--- config.mk ---
export PLATFORM = sky130hd
export DESIGN_NAME = dkong_input_ctrl
export DESIGN_NICKNAME = d
export VERILOG_FILES = /design/src/rtl/dkong_input_ctrl.sv
export SDC_FILE = /design/constraint.sdc
export NUM_CORES = 1
export LEC_CHECK = 0
export ABC_AREA = 1
export BUFFER_PORTS_ARGS = -buffer_cell sky130_fd_sc_hd__buf_4
export CORE_UTILIZATION = 30
export DETAILED_ROUTE_END_ITERATION = 8
export PLACE_DENSITY = 0.56
export SETUP_SLACK_MARGIN = 0.2
export SYNTH_ARGS = -nofsm -noshare
export SYNTH_HDL_FRONTEND = slang
export SYNTH_SLANG_ARGS = --single-unit
--- constraint.sdc ---
create_clock -name clk_sys -period 2.96 [get_ports clk_sys]
set_input_delay 0.444 -clock clk_sys [delete_from_list [all_inputs] [get_ports clk_sys]]
set_output_delay 0.444 -clock clk_sys [all_outputs]
set_load 0.005 [all_outputs]
--- src/rtl/dkong_input_ctrl.sv ---
// dkong_input_ctrl
//   Turns PS/2 key events and the merged MiSTer joystick word into the
//   active-low cabinet inputs of the Donkey Kong core. Directions can be
//   remapped for horizontal orientation. A start press is expanded into a
//   timed coin pulse, an idle gap and then a start pulse.
//
// Ports
//   clk_sys  in   core clock (24.576 MHz)
//   reset_n  in   asynchronous active-low reset
//   ps2_key  in   [10] event toggle, [9] pressed, [8:0] scan code (bit 8 = E0)
//   joy      in   [0]R [1]L [2]D [3]U [4]jump [5]start1 [6]start2
//   rotate   in   1 = horizontal orientation, remap directions
//   o_u_n, o_d_n, o_l_n, o_r_n  out  directions, active-low
//   o_j_n                       out  jump, active-low
//   o_s1_n, o_s2_n              out  start 1P / 2P, active-low
//   o_c1_n                      out  coin, active-low
module dkong_input_ctrl #(
  parameter int CNT_W        = 24,
  parameter int COIN_CYCLES  = 2457600,
  parameter int GAP_CYCLES   = 4915200,
  parameter int START_CYCLES = 2457600
) (
  input  logic        clk_sys,
  input  logic        reset_n,
  input  logic [10:0] ps2_key,
  input  logic [15:0] joy,
  input  logic        rotate,
  output logic        o_u_n,
  output logic        o_d_n,
  output logic        o_l_n,
  output logic        o_r_n,
  output logic        o_j_n,
  output logic        o_s1_n,
  output logic        o_s2_n,
  output logic        o_c1_n
);

  // Timer reload values: each phase counts N-1 down to 0, i.e. N cycles.
  localparam logic [CNT_W-1:0] COIN_LOAD  = CNT_W'(COIN_CYCLES - 1);
  localparam logic [CNT_W-1:0] GAP_LOAD   = CNT_W'(GAP_CYCLES - 1);
  localparam logic [CNT_W-1:0] START_LOAD = CNT_W'(START_CYCLES - 1);

  typedef enum logic [2:0] {
    S_IDLE,
    S_COIN,
    S_GAP,
    S_START,
    S_WAIT_REL
  } state_t;

  // Joystick bits above start2 carry nothing for this core.
  logic unused_joy_bits;
  assign unused_joy_bits = ^joy[15:7];

  // ---------------------------------------------------------------------
  // PS/2 key tracking
  // ---------------------------------------------------------------------
  logic ps2_tog_q;
  logic ps2_evt;
  logic ps2_pressed;
  logic ps2_ext;
  logic [7:0] ps2_code;

  logic key_up, key_dn, key_lt, key_rt;
  logic key_sp, key_ct, key_s1, key_s2;

  assign ps2_evt     = ps2_key[10] ^ ps2_tog_q;
  assign ps2_pressed = ps2_key[9];
  assign ps2_ext     = ps2_key[8];
  assign ps2_code    = ps2_key[7:0];

  // Arrow keys match with or without the E0 prefix (numpad arrows too);
  // space, ctrl and F1/F2 only match their plain codes.
  always_ff @(posedge clk_sys or negedge reset_n) begin
    if (!reset_n) begin
      ps2_tog_q <= 1'b0;
      key_up    <= 1'b0;
      key_dn    <= 1'b0;
      key_lt    <= 1'b0;
      key_rt    <= 1'b0;
      key_sp    <= 1'b0;
      key_ct    <= 1'b0;
      key_s1    <= 1'b0;
      key_s2    <= 1'b0;
    end else begin
      ps2_tog_q <= ps2_key[10];
      if (ps2_evt) begin
        case (ps2_code)
          8'h75: key_up <= ps2_pressed;
          8'h72: key_dn <= ps2_pressed;
          8'h6B: key_lt <= ps2_pressed;
          8'h74: key_rt <= ps2_pressed;
          8'h29: if (!ps2_ext) key_sp <= ps2_pressed;
          8'h14: if (!ps2_ext) key_ct <= ps2_pressed;
          8'h05: if (!ps2_ext) key_s1 <= ps2_pressed;
          8'h06: if (!ps2_ext) key_s2 <= ps2_pressed;
          default: ;
        endcase
      end
    end
  end

  // ---------------------------------------------------------------------
  // Directions and jump
  // ---------------------------------------------------------------------
  logic dir_u, dir_d, dir_l, dir_r, jump;

  assign dir_u = key_up | joy[3];
  assign dir_d = key_dn | joy[2];
  assign dir_l = key_lt | joy[1];
  assign dir_r = key_rt | joy[0];
  assign jump  = key_sp | key_ct | joy[4];

  // Horizontal orientation rotates the stick a quarter turn.
  always_ff @(posedge clk_sys or negedge reset_n) begin
    if (!reset_n) begin
      o_u_n <= 1'b1;
      o_d_n <= 1'b1;
      o_l_n <= 1'b1;
      o_r_n <= 1'b1;
      o_j_n <= 1'b1;
    end else begin
      o_u_n <= ~(rotate ? dir_l : dir_u);
      o_d_n <= ~(rotate ? dir_r : dir_d);
      o_l_n <= ~(rotate ? dir_d : dir_l);
      o_r_n <= ~(rotate ? dir_u : dir_r);
      o_j_n <= ~jump;
    end
  end

  // ---------------------------------------------------------------------
  // Coin/start sequencer
  // ---------------------------------------------------------------------
  logic rq1, rq2, rq1_q, rq2_q;
  logic edge_arm;
  logic rise1, rise2;

  assign rq1 = key_s1 | joy[5];
  assign rq2 = key_s2 | joy[6];

  // edge_arm stays low for the first clock after reset so that a request
  // already held at release is only sampled, never seen as a fresh press.
  assign rise1 = edge_arm & rq1 & ~rq1_q;
  assign rise2 = edge_arm & rq2 & ~rq2_q;

  always_ff @(posedge clk_sys or negedge reset_n) begin
    if (!reset_n) begin
      rq1_q    <= 1'b0;
      rq2_q    <= 1'b0;
      edge_arm <= 1'b0;
    end else begin
      rq1_q    <= rq1;
      rq2_q    <= rq2;
      edge_arm <= 1'b1;
    end
  end

  state_t           state, state_d;
  logic [CNT_W-1:0] timer, timer_d;
  logic             sel_2p, sel_2p_d;
  logic             c1_d, s1_d, s2_d;

  // State register
  always_ff @(posedge clk_sys or negedge reset_n) begin
    if (!reset_n) begin
      state  <= S_IDLE;
      timer  <= '0;
      sel_2p <= 1'b0;
    end else begin
      state  <= state_d;
      timer  <= timer_d;
      sel_2p <= sel_2p_d;
    end
  end

  // Next-state logic
  always_comb begin
    state_d  = state;
    timer_d  = timer;
    sel_2p_d = sel_2p;
    case (state)
      S_IDLE: begin
        if (rise1 | rise2) begin
          sel_2p_d = rise2 & ~rise1;
          timer_d  = COIN_LOAD;
          state_d  = S_COIN;
        end
      end
      S_COIN: begin
        if (timer == '0) begin
          timer_d = GAP_LOAD;
          state_d = S_GAP;
        end else begin
          timer_d = timer - CNT_W'(1);
        end
      end
      S_GAP: begin
        if (timer == '0) begin
          timer_d = START_LOAD;
          state_d = S_START;
        end else begin
          timer_d = timer - CNT_W'(1);
        end
      end
      S_START: begin
        if (timer == '0) begin
          state_d = S_WAIT_REL;
        end else begin
          timer_d = timer - CNT_W'(1);
        end
      end
      S_WAIT_REL: begin
        if (!rq1 && !rq2) begin
          state_d = S_IDLE;
        end
      end
      default: state_d = S_IDLE;
    endcase
  end

  // Output decode works on the next state so the registered outputs line
  // up with the state they belong to.
  always_comb begin
    c1_d = ~(state_d == S_COIN);
    s1_d = ~((state_d == S_START) & ~sel_2p_d);
    s2_d = ~((state_d == S_START) & sel_2p_d);
  end

  always_ff @(posedge clk_sys or negedge reset_n) begin
    if (!reset_n) begin
      o_c1_n <= 1'b1;
      o_s1_n <= 1'b1;
      o_s2_n <= 1'b1;
    end else begin
      o_c1_n <= c1_d;
      o_s1_n <= s1_d;
      o_s2_n <= s2_d;
    end
  end

endmodule

==> results of run 1 <==
## worst reg2reg max path: cells and delay by family, from the launching register on
family / cells / cell delay, ps
and+or+nand+nor: 6 / 910
buffers and inverters: 2 / 310
DFF: 1 / 390
adders and majority gates: 1 / 200
## power groups by stage
stage	combinational (mW)	sequential [mW]	clock (mW)
floorplan	0.401	0.869	0
global placement	0.509	0.895	0
detailed placement	0.518	0.896	0
CTS	0.522	0.885	0.416
global route	0.608	0.900	0.443
finish	0.519	0.884	0.405
## cell type report
class / instances / share of cell area
clock buffers: 6 / 0.02175
clock inverters: 2 / 0.003750
inverters: 53 / 0.05962
multi-input cells: 293 / 0.4406
flip-flops and latches: 48 / 0.3630
well taps: 129 / 0.04837
repair buffers: 28 / 0.06299
## layout by cell type (no fill, tap or decap), drive strengths merged
| cell type | Yosys | routed |
|---|---|---|
| a22oi | 3 | 3 |
| o21ai | 28 | 28 |
| ha | 2 | 2 |
| buf | 4 | 28 |
| dfstp | 8 | 8 |
| clkinv | 0 | 1 |
| clkbuf | 1 | 6 |
| a211oi | 1 | 1 |
| nor2 | 69 | 69 |
| o31ai | 1 | 1 |
| xor2 | 5 | 5 |
| xnor2 | 1 | 1 |
| o21bai | 1 | 1 |
| o2111ai | 1 | 1 |
| clkinvlp | 0 | 1 |
| conb | 1 | 1 |
| inv | 53 | 53 |
| nand3 | 35 | 35 |
| a21boi | 3 | 3 |
| a31oi | 3 | 3 |
| nor3 | 11 | 11 |
| o21a | 1 | 1 |
| nand4 | 13 | 13 |
| a21oi | 7 | 7 |
| or2 | 3 | 3 |
| nand3b | 3 | 3 |
| dfrtp | 40 | 40 |
| nand2 | 101 | 101 |
## metrics by stage
step                worst slack (ps)  area, µm²    util  instances  hold WS [ps]
finish                          1002       3337  0.3577        559         134.7
global route                   722.8       3337  0.3577        559         190.7
CTS                            976.8       3337  0.3577        559         167.2
detailed placement             946.2       3252  0.3486        551         394.9
global placement               968.9       3252  0.3486        551         385.3
floorplan                       1421       2919       -        399         148.4
## routing by layer
metal	part of all wire	wire length (µm)	track usage
met3	0.030	196	0.02705
met1	0.48	3217	0.1816
met5	0	0	0
met2	0.47	3089	0.2413
met4	0.020	136	0.05351
## cell families (layout without fill, tap and decap cells)
family                     Yosys count  after routing  share of synthesized area
AOI/OAI and AO/OA                   49             49                    0.09687
xor gates and xnor gates             6              6                    0.01800
adders and majority gates            2              2                   0.008571
buffers and inverters               58             89                    0.08144
DFF                                 48             48                     0.4149
other                                1              1                   0.001285
and+or+nand+nor                    235            235                     0.3789
## final timing paths
check | slack, ps | depth (start not counted) | start | end
max reg2reg | 1000 | 9 | timer[0]$_DFFE_PN0P_ | timer[2]$_DFFE_PN0P_
min in group clk_sys | 240 | 2 | joy[4] | o_j_n$_DFF_PN1_
max | 1000 | 9 | timer[0]$_DFFE_PN0P_ | timer[2]$_DFFE_PN0P_
min | 130 | 1 | reset_n | timer[19]$_DFFE_PN0P_
max in group asynchronous | 2410 | 1 | reset_n | timer[4]$_DFFE_PN0P_
min reg2reg | 400 | 1 | key_sp$_DFFE_PN0P_ | o_j_n$_DFF_PN1_
==> results_dict.tcl, run 1 <==
set metrics [dict create \
    outcome "finished, final reports clean" \
    leakage_nw 1.569 \
    p_int_mw 1.145 \
    hold_buffers 0 \
    path_clk_slew_ps 100 \
    slowest_delay_ps 390 \
    syn-num-nets 431 \
    crit_chain "inv_1 -> ha_1 -> nand2_1 -> nor2_1 -> nand4_2 -> nand3_4 -> inv_2 -> nand2_1 -> nand3_1" \
    end_kind "flip-flop" \
    syn_area_um2 2919 \
    drc 0 \
    power_density_nw_per_um2 541.7 \
    critical_path.max_fanout 24 \
    grt_first_pass_wirelength_mm 11.52 \
    via_per_inst 4.683 \
    start_util 0.3129 \
    post-route-period-util 0.6617 \
    largest_register_ffs 24 \
    clock_latency_ps 310 \
    synthToLayoutAreaGrowth_pct 14.32 \
    multi_input_area_um2 1470 \
    worst_slew_pin_slew_ps 602.7 \
    drive_gt1_frac 0.1791 \
    worstPathArrival_ps 2150 \
    grt_pass1_vias 2546 \
    seqPwrFrac 0.489 \
    hpwlAfterDp_mm 4.925 \
    yosys.area.top_type_share 0.3429 \
    ir_drop_uv 221.6 \
    grt-ovfl-total 0 \
    largest_registers "timer: 24 flops, state: 3 flops" \
    crit_buf_inv 2 \
    netlist-cell-type-count 38 \
    fin_setup_tns_ps 0 \
    vias 2618 \
    clock_path_buffers 2 \
    drtIter0Drc 136 \
    ioPinCount 38 \
    maxSlewHeadroom 0.5982 \
    ant_nets 0 \
    dieHeight_um 100.6 \
    synth_edf_count 0 \
    rows 35 \
    synth_common_cells "nand2_1, nor2_1, inv_1, dfrtp_1, nand3_1" \
    cp_slowest_cell "dfrtp_1" \
    numCtsBuffers 5 \
    cap_violations 0 \
    p_sw_frac 0.3668 \
    grt_antenna_before_repair 0 \
    die-width_um 100.6 \
    netlist_top_cells_area "dfrtp_1, nand2_1, dfstp_2" \
    maxSlewViolCount 0 \
    post_cts_buffers 0 \
    synth_area_leader_cell "dfrtp_1" \
    finalHoldViolCount 0 \
    fmax_ghz 0.5106 \
    cts_root_buf "clkbuf_8" \
    finalSetupViolations 0 \
    cts_tree "yes" \
    wl_per_cell_um 11.88 \
    largest-register "timer" \
    cts_sinks 48 \
    gp_congestion 0.8424 \
    regArea_um2 1211 \
    first_pass_iters 4 \
    grt_usage 0.1430 \
    path_common_cell "nand2_1" \
    ctsResizeCount 0 \
    finalNetCount 461 \
    synth_warnings 0 \
    pwr-share-clk 0.224 \
    ys_ff_latch 48 \
    fin_crit_ps 1959 \
    die_area_um2 10130 \
    skew_ps 11.76 \
    cp-start-kind "flip-flop" \
    required_ps 3150 \
    critical_path.top_delay_family "simple AND/OR/NAND/NOR gates" \
    synth-main-ff-cell "dfrtp_1" \
    pwr-share-comb 0.287 \
    hp-class "input port to asynchronous set/reset pin" \
    io_buffers 28 \
    routed_wl_mm 6.639 \
    total_power_mw 1.808 \
    async_reset_ff_frac 1.000 \
    rsz0062_at_grt "false" \
    fillCellCount 968 \
    grt_max_degree 49 \
    ys_seq_area_frac 0.4149 \
    cts-htree-levels 2 \
    switchingPower_mw 0.6630 \
    worstSetupPathType "flip-flop to flip-flop" \
    core_area_um2 9328 \
    yosysMostFrequentCell "nand2_1" \
    netlist_instances 399 \
    diodes 0 \
    syn_area_per_cell_um2 7.316 \
]
Note: power is estimated with default switching activity, not from simulation.
==> run 2: changes to the inputs <==
--- a/config.mk
+++ b/config.mk
@@ -9,7 +9,7 @@
 export BUFFER_PORTS_ARGS = -buffer_cell sky130_fd_sc_hd__buf_4
 export CORE_UTILIZATION = 30
 export DETAILED_ROUTE_END_ITERATION = 8
-export PLACE_DENSITY = 0.56
+export PLACE_DENSITY = 0.58
 export SETUP_SLACK_MARGIN = 0.2
 export SYNTH_ARGS = -nofsm -noshare
 export SYNTH_HDL_FRONTEND = slang
==> constraint.sdc (replaced) <==
create_clock -name clk_sys -period 1.8 [get_ports clk_sys]
set_input_delay 0.27 -clock clk_sys [delete_from_list [all_inputs] [get_ports clk_sys]]
set_output_delay 0.27 -clock clk_sys [all_outputs]
set_load 0.005 [all_outputs]
==> run 2 against run 1 <==
Design area increased by 19%; clock skew down 1.1 ps; die area is the same; clock power grew 120%; non-clock buffer count increased by 35; setup slack got worse by 900 ps; worst hold slack got worse by 68 ps; maximum frequency is 16% higher; flip-flop and latch count unchanged; first-iteration DRC count up 60%; largest power group unchanged; clock-buffer cell count is 1 higher; critical path depth up 1.
==> results_dict.tcl, run 2 (same netlist as run 1, synthesis figures left out) <==
set metrics [dict create \
    fmax_ghz 0.5901 \
    drive_gt1_frac 0.3462 \
    drc 0 \
    gp_congestion 0.8917 \
    die_area_um2 10130 \
    final_common_cell "nand2_1" \
    cts_root_buf "clkbuf_8" \
    drtIter0Drc 217 \
    routed_wl_mm 7.647 \
    end_kind "flip-flop" \
    worst_slew_pin_slew_ps 604.3 \
    grt_usage 0.1534 \
    final_cells 594 \
    power_density_nw_per_um2 893.7 \
    grt_pass1_vias 2722 \
    required_ps 2010 \
    outcome "finished, final reports clean" \
    core_area_um2 9328 \
    grt-ovfl-total 0 \
    worstSetupPathType "flip-flop to flip-flop" \
    largest-register "timer" \
    leakage_nw 1.832 \
    start_util 0.3129 \
    clock_path_buffers 2 \
    grt_first_pass_wirelength_mm 12.34 \
    critical_path.top_delay_family "simple AND/OR/NAND/NOR gates" \
    fin_util 0.4254 \
    first_pass_iters 4 \
    maxSlewViolCount 0 \
    maxSlewHeadroom 0.5972 \
    place_area_um2 3372 \
    critical_path.max_fanout 5 \
    place_inst 567 \
    slowest_delay_ps 430 \
    wl_per_cell_um 12.87 \
    ant_nets 0 \
    grt_max_degree 49 \
    cts-htree-levels 2 \
    fin_setup_tns_ps 0 \
    diodes 0 \
    path_clk_slew_ps 100 \
    clock_latency_ps 310 \
    cts_sinks 48 \
    skew_ps 10.67 \
    largest_register_ffs 24 \
    crit_chain "nor2_2 -> nand2_2 -> nor2_4 -> nand3_4 -> nand2_4 -> nand2_8 -> nand2_8 -> o21bai_1 -> nand2_1 -> inv_1" \
    finalSetupViolations 0 \
    post-route-period-util 0.9415 \
    path_common_cell "nand2_8" \
    largest_registers "timer: 24 flops, state: 3 flops" \
    worstPathArrival_ps 1910 \
    rows 35 \
    cts_tree "yes" \
    cp_slowest_cell "dfrtp_1" \
    die-width_um 100.6 \
    numCtsBuffers 5 \
    ioPinCount 38 \
    cp-start-kind "flip-flop" \
    vias 2861 \
    via_per_inst 4.816 \
    finish.instance_area_um2 3968 \
    hp-class "input port to flip-flop" \
    cap_violations 0 \
    synthToLayoutAreaGrowth_pct 35.92 \
    io_buffers 28 \
    crit_buf_inv 1 \
    dieHeight_um 100.6 \
    grt_antenna_before_repair 0 \
    rsz0062_at_grt "true" \
    final_cell_mix "nand2_1, buf_4, inv_1" \
    fin_crit_ps 1695 \
    finalHoldViolCount 0 \
    hpwlAfterDp_mm 5.292 \
    ir_drop_uv 323.6 \
    finalNetCount 496 \
]
[run 2: stage by stage]
stage,power [mW],hold WS (ps),worst slack (ps)
6_report,3.546,66.82,105.4
5_1_grt,3.809,52.00,45.66
4_1_cts,3.345,59.87,173.6
3_5_place_dp,2.388,328.9,28.98
3_3_place_gp,2.365,334.9,72.71
2_1_floorplan,2.088,-25.59,261.3
[run 2: power breakdown]
part / leakage, nW / internal (mW) / switching, mW
combinational: 1.20 / 0.516 / 0.687
sequential: 0.563 / 1.27 / 0.195
clock: 0.0645 / 0.491 / 0.383
[run 2: worst paths after layout]
kind	from	end	slack, ps	cells past startpoint
max in group asynchronous	reset_n	state[2]$_DFF_PN0_	850	2
min in group asynchronous	reset_n	timer[12]$_DFFE_PN0P_	490	2
hold / removal	joy[4]	o_j_n$_DFF_PN1_	70	2
hold reg to reg	key_ct$_DFFE_PN0P_	o_j_n$_DFF_PN1_	410	1
setup / recovery	timer[13]$_DFFE_PN0P_	timer[20]$_DFFE_PN0P_	110	10
setup reg to reg	timer[13]$_DFFE_PN0P_	timer[20]$_DFFE_PN0P_	110	10
[run 2: repair_timing]
action / CTS / global route
resized for setup: 29 / 52
cloned: 0 / 1
setup buffers: 6 / 11
endpoints found under the setup margin: 26 / 30
endpoints found under the hold margin: 20 / 0
hold buffers: 1 / 0
pin swaps: 8 / 32
[run 2: layout make-up]
type,instances,area [µm²]
sequential,48,1215
clock inverter,1,30.03
fill,916,5360
tap,129,161.4
clock buffer,7,96.34
multi-input combinational,293,1739
timing repair buffer,63,519.2
inverter,53,206.4
[run 2: metal layers]
metal	GRT usage	part of all wire
met5	0	0
met1	0.1921	0.43
met2	0.2698	0.50
met3	0.03051	0.050
met4	0.03902	0.013
